### config.mk
export PLATFORM = sky130hd
export DESIGN_NAME = moore
export DESIGN_NICKNAME = d
export VERILOG_FILES = /design/src/rtl/moore.sv
export SDC_FILE = /design/constraint.sdc
export NUM_CORES = 1
export LEC_CHECK = 0
export CORE_AREA = 2 2 39 41
export CTS_BUF_LIST = sky130_fd_sc_hd__clkbuf_8 sky130_fd_sc_hd__clkbuf_16
export CTS_CLUSTER_SIZE = 12
export DETAILED_ROUTE_END_ITERATION = 16
export DIE_AREA = 0 0 41 43
export PLACE_DENSITY = 0.35
export SLEW_MARGIN = 30
export SYNTH_ARGS = -nofsm -noshare
export SYNTH_HDL_FRONTEND = slang
export SYNTH_SLANG_ARGS = --single-unit
### constraint.sdc
create_clock -name clk -period 1 [get_ports clk]
set_input_delay 0.1 -clock clk [delete_from_list [all_inputs] [get_ports clk]]
set_output_delay 0.1 -clock clk [all_outputs]
set_load 0.005 [all_outputs]
### src/rtl/moore.sv
// Moore-style detector for serial pattern 1101 (first bit first); dout is decoded from the state register only.
// Latency: dout is high in the cycle after the edge that samples the final '1'. No backpressure: din is consumed every edge.
module moore #(
    parameter int OVERLAP = 1
) (
    input  logic       clk,
    input  logic       reset,
    input  logic       din,
    output logic       dout,
    output logic [2:0] state
);

    typedef enum logic [2:0] {
        S0    = 3'd0,
        S1    = 3'd1,
        S11   = 3'd2,
        S110  = 3'd3,
        S1101 = 3'd4
    } state_t;

    state_t state_q;
    state_t state_d;

    always_ff @(posedge clk or posedge reset) begin
        if (reset) begin
            state_q <= S0;
        end else begin
            state_q <= state_d;
        end
    end

    always_comb begin
        state_d = S0;
        unique case (state_q)
            S0:    state_d = din ? S1    : S0;
            S1:    state_d = din ? S11   : S0;
            S11:   state_d = din ? S11   : S110;
            S110:  state_d = din ? S1101 : S0;
            // After a match, the trailing '1' either continues as "11" or starts afresh as "1".
            S1101: state_d = din ? ((OVERLAP != 0) ? S11 : S1) : S0;
            default: state_d = S0;
        endcase
    end

    assign state = state_q;
    assign dout  = (state_q == S1101);

endmodule

Word-level counts from Yosys, hierarchy flattened
Index checks and enable logic that the tools add are counted.
{"block": "totals", "reg_bits": 3, "in_bits": 3, "word_cells": 12}
{"block": "op_classes", "n_eq_ne": 4, "mux": 5, "reduce_logical": 2}
{"cell": "$pmux 3 s4", "count": 1}
{"cell": "$eq 3x2->1 const B", "count": 2}
{"cell": "$eq 3x1->1 const B", "count": 1}
{"cell": "$eq 3x3->1 const B", "count": 1}
{"cell": "$logic_not 3->1", "count": 1}
{"cell": "$mux 3", "count": 1}
{"cell": "$mux 1", "count": 2}
{"cell": "$mux 2", "count": 1}
{"cell": "$reduce_or 2->1", "count": 1}

Longest topological paths before layout
Gate-level depths: netlist of run 1.
{"block": "logic_depth", "word_depth": 3, "ltp_mapped": 2, "ltp_nobuf": 2}

Least setup slack after synthesis of run 1
OpenSTA, ideal clock, no wires.
{"block": "synth_path", "kind": "register to register", "start": "reg state_q[0], in the netlist state[0]", "end": "reg state_q[1], in the netlist state[1]", "setup_time_ns": 0.090, "t_arrival_ns": 0.967, "path_slack_ns": -0.057, "stages_incl_launch_ff": 3, "synth_period_minus_slack_ns": 1.057, "path_cell_list": "dfrtp_1 > or4bb_1 > o221ai_1"}
{"block": "synth_between", "elab_chain_cells": 3, "elab_cells_between_ends": 7, "cone_classes": "eq/ne (4); mux (1); reduce/logical (2)"}
{"item": "start: declaration", "line": "21", "text": "state_t state_q;"}
{"item": "start signal: assignment", "line": "28", "text": "state_q <= state_d;"}
{"item": "$eq 3x3->1 or $eq 3x1->1 (tied branches)", "line": "34", "text": "unique case (state_q)"}
{"item": "$reduce_or 2->1 (no line)"}
{"item": "$pmux 3 s4 *", "line": "34"}
{"item": "net state_d[1]", "line": "22", "text": "state_t state_d;"}
Mark *: on every way through the listed nets, which the timed path passes. The rest lies on a longest branch.

Worst setup path in the final report of run 1
{"block": "layout_path", "start": "reg state_q[1], in the netlist state[1]", "end": "reg state_q[1], in the netlist state[1]"}
Same word-level chain as after synthesis.

==> impl_metrics.json, run 1 <==
{
  "synthAdderAreaFrac": 0,
  "syn_to_final_growth_pct": 137,
  "p_seq_frac": 0.200,
  "rows": 14,
  "pwr-share-clk": 0.351,
  "synthCells": 13,
  "clkSlewWorstSetupHoldPaths_ns": 0.03,
  "cp.arrival_ns": 1.28,
  "yosysWarnings": 0,
  "violations": "negative setup slack",
  "synth-compound-area-share": 0.0609,
  "fin_worst_skew_ns": 0.00123,
  "firstDrtPassIters": 1,
  "rsz0062_at_grt": "yes",
  "hold_violations": 0,
  "netlist_area_um2": 144,
  "ys_types": 10,
  "place_congestion": 0.610,
  "holdWs_ns": 0.0543,
  "die_area_um2": 1760,
  "synth_nets": 16,
  "run_status": "finished, violations left",
  "portBuffers": 6,
  "clkLatencyLatePin_ns": 0.22,
  "swShare": 0.279,
  "grt_usage": 0.0724,
  "cts_buffers": 3,
  "worst_hold_path_type": "in2async",
  "max_cap_violations": 0,
  "worstMarginPinSlew_ns": 0.161,
  "internal_power_mw": 0.707,
  "grt-ovfl-total": 0,
  "finalWirelength_um": 466,
  "holdBufCountCts": 0,
  "drt_iter0_markers": 0,
  "rrSetupSlack_ns": -0.15,
  "required_ns": 1.13,
  "htreeDepth": 1,
  "peakVddDrop_uv": 652,
  "grt_pass1_wl_um": 738,
  "r2r-end": "state[1]$_DFF_PP0_",
  "start_util": 0.104,
  "synth_area_per_cell_um2": 11.1,
  "slew_headroom": 0.893,
  "grt_max_degree": 6,
  "antenna_cells": 0,
  "synth-seq-cells": 3,
  "post-route-period-util": 1.15,
  "slew_viol_final": 0,
  "synth-seq-area-share": 0.522,
  "crit_fanout": 4,
  "tritoncts": "done",
  "die_w_um": 41,
  "synth_top_family_by_area": "simple AND/OR/NAND/NOR gates",
  "coreArea_um2": 1380,
  "finalSetupViolations": 3,
  "drc": 0,
  "p_leak_nw": 0.171,
  "dieHeight_um": 43,
  "fin_crit_ns": 1.15,
  "antenna_found_initial": 0,
  "num_vias": 174,
  "synthSimpleGateAreaFrac": 0.304,
  "avgRoutedWirePerCell_um": 9.91,
  "crit-reg2reg-launch": "state[1]$_DFF_PP0_",
  "fin_ws_ns": -0.149,
  "critPathKind": "reg2reg",
  "post_drt_via_cell_ratio": 3.70,
  "combinationalPowerShare": 0.449,
  "clockBufferDepth": 2,
  "cp-end-kind": "register",
  "layout.cells.non_filler": 47,
  "largest_reg_flops": 3,
  "synthXorXnorAreaFrac": 0.0609,
  "r2r_cells": 3,
  "cts_sinks": 3,
  "final_layout_size_suffix_gt1_frac": 0.613,
  "fin_nets": 35,
  "grt_pass1_vias": 177,
  "muxShareOfSynthArea": 0,
  "max_freq_mhz": 870,
  "p_sw_mw": 0.273,
  "cts-root-buf": "clkbuf_8",
  "p_per_area_nw_per_um2": 2870,
  "start_kind": "register",
  "dp.cells": 39,
  "ios": 7,
  "ant_nets": 0
}
-- power by group through the flow --
stage | sequential [mW] | combinational [mW] | clock (mW)
global route | 0.201 | 0.480 | 0.372
finish | 0.196 | 0.440 | 0.345
detailed placement | 0.186 | 0.309 | 0
floorplan | 0.221 | 0.0845 | 0
global placement | 0.186 | 0.310 | 0
CTS | 0.198 | 0.368 | 0.353
-- routing by layer --
metal	GRT usage	part of all wire	vias to the layer above
met5	0	0	-
met4	0.0800	0.030	0
met3	0.0628	0.16	2
met2	0.0906	0.47	9
met1	0.0615	0.33	83
li1	-	-	80
-- cell families after synthesis --
kind of cell | after synthesis
compound gates | 1
xor+xnor | 1
buf+inv | 2
flops | 3
simple gates | 6
-- critical path: stages, from the launching register on --
cell	delay [ns]
dfrtp_1	0.37
buf_6	0.12
or4bb_1	0.48
o221ai_1	0.08
-- cells in the mapped netlist --
cell      instances  share of area
nor3_1            1          0.035
nor3b_1           1          0.052
xnor2_1           1          0.061
nand3b_1          1          0.052
or2b_2            1          0.061
or4bb_1           1          0.078
o221ai_1          1          0.061
inv_1             2          0.052
dfrtp_1           3           0.52
nor2_1            1          0.026
-- worst max path at each step --
stage	from	to	slack, ns	cells past startpoint
after global placement	state[0]$_DFF_PP0_	dout	-0.19	2
after detailed placement	state[0]$_DFF_PP0_	dout	-0.19	2
after floorplan	state[0]$_DFF_PP0_	state[1]$_DFF_PP0_	-0.06	2
after global routing	state[0]$_DFF_PP0_	state[1]$_DFF_PP0_	-0.20	3
after CTS	state[1]$_DFF_PP0_	state[1]$_DFF_PP0_	-0.17	3
final	state[1]$_DFF_PP0_	state[1]$_DFF_PP0_	-0.15	3
-- through the flow --
stage | total power, mW | TNS [ns] | setup slack (ns) | instance area [um^2] | utilization
6_report | 0.980 | -0.331 | -0.149 | 342 | 0.247
5_1_grt | 1.05 | -0.498 | -0.199 | 342 | 0.247
4_1_cts | 0.919 | -0.418 | -0.168 | 322 | 0.232
3_5_place_dp | 0.495 | -0.556 | -0.188 | 254 | 0.184
3_3_place_gp | 0.496 | -0.566 | -0.195 | 254 | 0.184
2_1_floorplan | 0.306 | -0.0575 | -0.0575 | 144 | -
-- layout by cell type, fill, tap and decap left out, drive strengths merged --
master and count:
inv 3, nor3 1, o221ai 1, or2b 1, or4bb 1, buf 11, nor2 1, clkbuf 4
nand3b 1, xnor2 1, nor3b 1, dfrtp 3, clkdlybuf4s50 2
-- cell type report --
| type | instances | area, um^2 |
|---|---|---|
| Fill cell | 155 | 1040 |
| Timing Repair Buffer | 14 | 115 |
| Multi-Input combinational cell | 8 | 78.8 |
| Sequential cell | 3 | 75.1 |
| Clock buffer | 3 | 41.3 |
| Tap cell | 16 | 20.0 |
| Inverter | 2 | 7.51 |
| Clock inverter | 1 | 3.75 |
-- what timing repair did --
action / CTS / global route
setup endpoints to repair: 5 / 5
pin swaps: 1 / 1
gates resized for setup: 17 / 5
setup buffers: 3 / 1
No activity file was read; power rests on OpenSTA's default activity.
==> run 2, diff against run 1 <==
- GPL_TIMING_DRIVEN: default -> 0
==> run 2 against run 1 <==
- the run still ends with negative setup slack left
- fmax is 2.5% lower
- clock-buffer cell count stayed put
- via count is 0.57% higher
- hold slack better by 0.011 ns
- worst setup slack worse by 0.030 ns
- total power is 5.7% higher
- sequential power hardly changed
- sequential share of layout area is 1.0 points lower
- sequential cell count stayed put
- clock power is 1% lower
- highest routed layer is now met3
==> impl_metrics.json, run 2 (same netlist as run 1, synthesis figures left out) <==
{
  "crit_buf_inv": 1,
  "cts_buffers": 3,
  "max_cap_violations": 0,
  "firstDrtPassIters": 1,
  "p_sw_mw": 0.295,
  "finalWirelength_um": 526,
  "r2r_cells": 3,
  "holdWs_ns": 0.0656,
  "run_status": "finished, violations left",
  "clockBufferDepth": 2,
  "drt_iter0_markers": 0,
  "max_freq_mhz": 848,
  "hold_violations": 0,
  "p_per_area_nw_per_um2": 2850,
  "fin_crit_ns": 1.18,
  "peakVddDrop_uv": 505,
  "clkLatencyLatePin_ns": 0.21,
  "num_vias": 175,
  "grt-ovfl-total": 0,
  "post_drt_via_cell_ratio": 3.65,
  "p_seq_frac": 0.192,
  "htreeDepth": 1,
  "clkSlewWorstSetupHoldPaths_ns": 0.03,
  "finalSetupViolations": 4,
  "holdBufCountCts": 0,
  "rsz0062_at_grt": "yes",
  "slew_viol_final": 0,
  "final_cell_mix": "buf_6 (5), buf_4 (4), inv_1 (3), clkbuf_8 (3), buf_2 (3)",
  "tritoncts": "done",
  "portBuffers": 6,
  "grt_usage": 0.0723,
  "crit_fanout": 3,
  "grt_pass1_wl_um": 779,
  "ant_nets": 0,
  "pre_cts_ws_ns": -0.277,
  "worstMarginPinSlew_ns": 0.156,
  "post-route-period-util": 1.18,
  "place_congestion": 0.558,
  "combinationalPowerShare": 0.481,
  "avgRoutedWirePerCell_um": 11.0,
  "die_area_um2": 1760,
  "cp.depth": 3,
  "start_util": 0.104,
  "fin_ws_ns": -0.179,
  "die_w_um": 41,
  "internal_power_mw": 0.741,
  "antenna_cells": 0,
  "swShare": 0.285,
  "drc": 0,
  "fin_worst_skew_ns": 0.000350,
  "cts_sinks": 3,
  "coreArea_um2": 1380,
  "max_stage_delay_ns": 0.51,
  "p_leak_nw": 0.179,
  "required_ns": 1.12,
  "cp_top_family": "simple AND/OR/NAND/NOR gates",
  "cts-root-buf": "clkbuf_8",
  "ios": 7,
  "cp_slowest_cell": "or4bb_1",
  "start_kind": "register",
  "slew_headroom": 0.896,
  "largest_reg_flops": 3,
  "cp.arrival_ns": 1.30,
  "violations": "negative setup slack",
  "antenna_found_initial": 0,
  "rows": 14,
  "worst_hold_path_type": "in2async",
  "final_common_cell": "buf_6",
  "crit_chain": "buf_6 -> or4bb_1 -> o221ai_2",
  "dieHeight_um": 43,
  "grt_max_degree": 5,
  "final_layout_size_suffix_gt1_frac": 0.656,
  "fillCellCount": 156,
  "syn_to_final_growth_pct": 153,
  "pwr-share-clk": 0.328,
  "fin_nets": 36,
  "cp-end-kind": "register",
  "critPathKind": "reg2reg",
  "grt_pass1_vias": 191
}
run 2: power groups by stage:
stage          clock network [mW]  logic [mW]  registers, mW
6_report                    0.340       0.498          0.199
5_1_grt                     0.364       0.537          0.203
4_1_cts                     0.349       0.417          0.192
3_5_place_dp                    0       0.191          0.233
3_3_place_gp                    0       0.192          0.224
2_1_floorplan                   0      0.0845          0.221
run 2: metrics by stage:
step / area, um^2 / cells / power (mW) / utilization / setup TNS [ns]
finish: 364 / 48 / 1.04 / 0.263 / -0.384
global route: 364 / 48 / 1.10 / 0.263 / -0.594
CTS: 338 / 48 / 0.958 / 0.244 / -0.349
detailed placement: 224 / 35 / 0.424 / 0.162 / -0.600
global placement: 224 / 35 / 0.416 / 0.162 / -0.495
floorplan: 144 / 13 / 0.306 / - / -0.0575
run 2: metal layers:
layer | global-route usage | wire length [um]
met1 | 0.0900 | 225
met2 | 0.0906 | 263
met3 | 0.0314 | 37
met4 | 0.0600 | 0
met5 | 0 | 0
run 2: layout make-up:
type | count | area (um^2) | area share
repair buffers | 15 | 130 | 0.357
multi-input cells | 8 | 85.1 | 0.234
flip-flops and latches | 3 | 76.3 | 0.210
clock buffers | 3 | 41.3 | 0.113
well taps | 16 | 20.0 | 0.0550
inverters | 2 | 7.51 | 0.0206
clock inverters | 1 | 3.75 | 0.0103
run 2: worst register-to-register path: stages (launching register included):
cell and delay [ns]:
dfrtp_1 0.38, buf_6 0.12, or4bb_1 0.51, o221ai_2 0.08
run 2: what timing repair did:
item                                   in CTS  in global routing
endpoints found under the hold margin       0                  0
pin swaps                                   0                  2
buffers inserted                            9                  0
setup endpoints to repair                   5                  5
resized for setup                          17                  5
cloned                                      0                  0
run 2: worst paths after layout:
path,startpoint,end,slack [ns]
max in group asynchronous,reset,state[1]$_DFF_PP0_,0.79
max,state[0]$_DFF_PP0_,state[1]$_DFF_PP0_,-0.18
min reg2reg,state[2]$_DFF_PP0_,state[0]$_DFF_PP0_,0.62
min,reset,state[0]$_DFF_PP0_,0.07
min in group clk,din,state[0]$_DFF_PP0_,0.60
max reg2reg,state[0]$_DFF_PP0_,state[1]$_DFF_PP0_,-0.18
==> run 3, diff against run 2 <==
- SLEW_MARGIN: 30 -> default
==> results of run 3 <==
Final layout, timing and power as in run 2 (identical DEF).
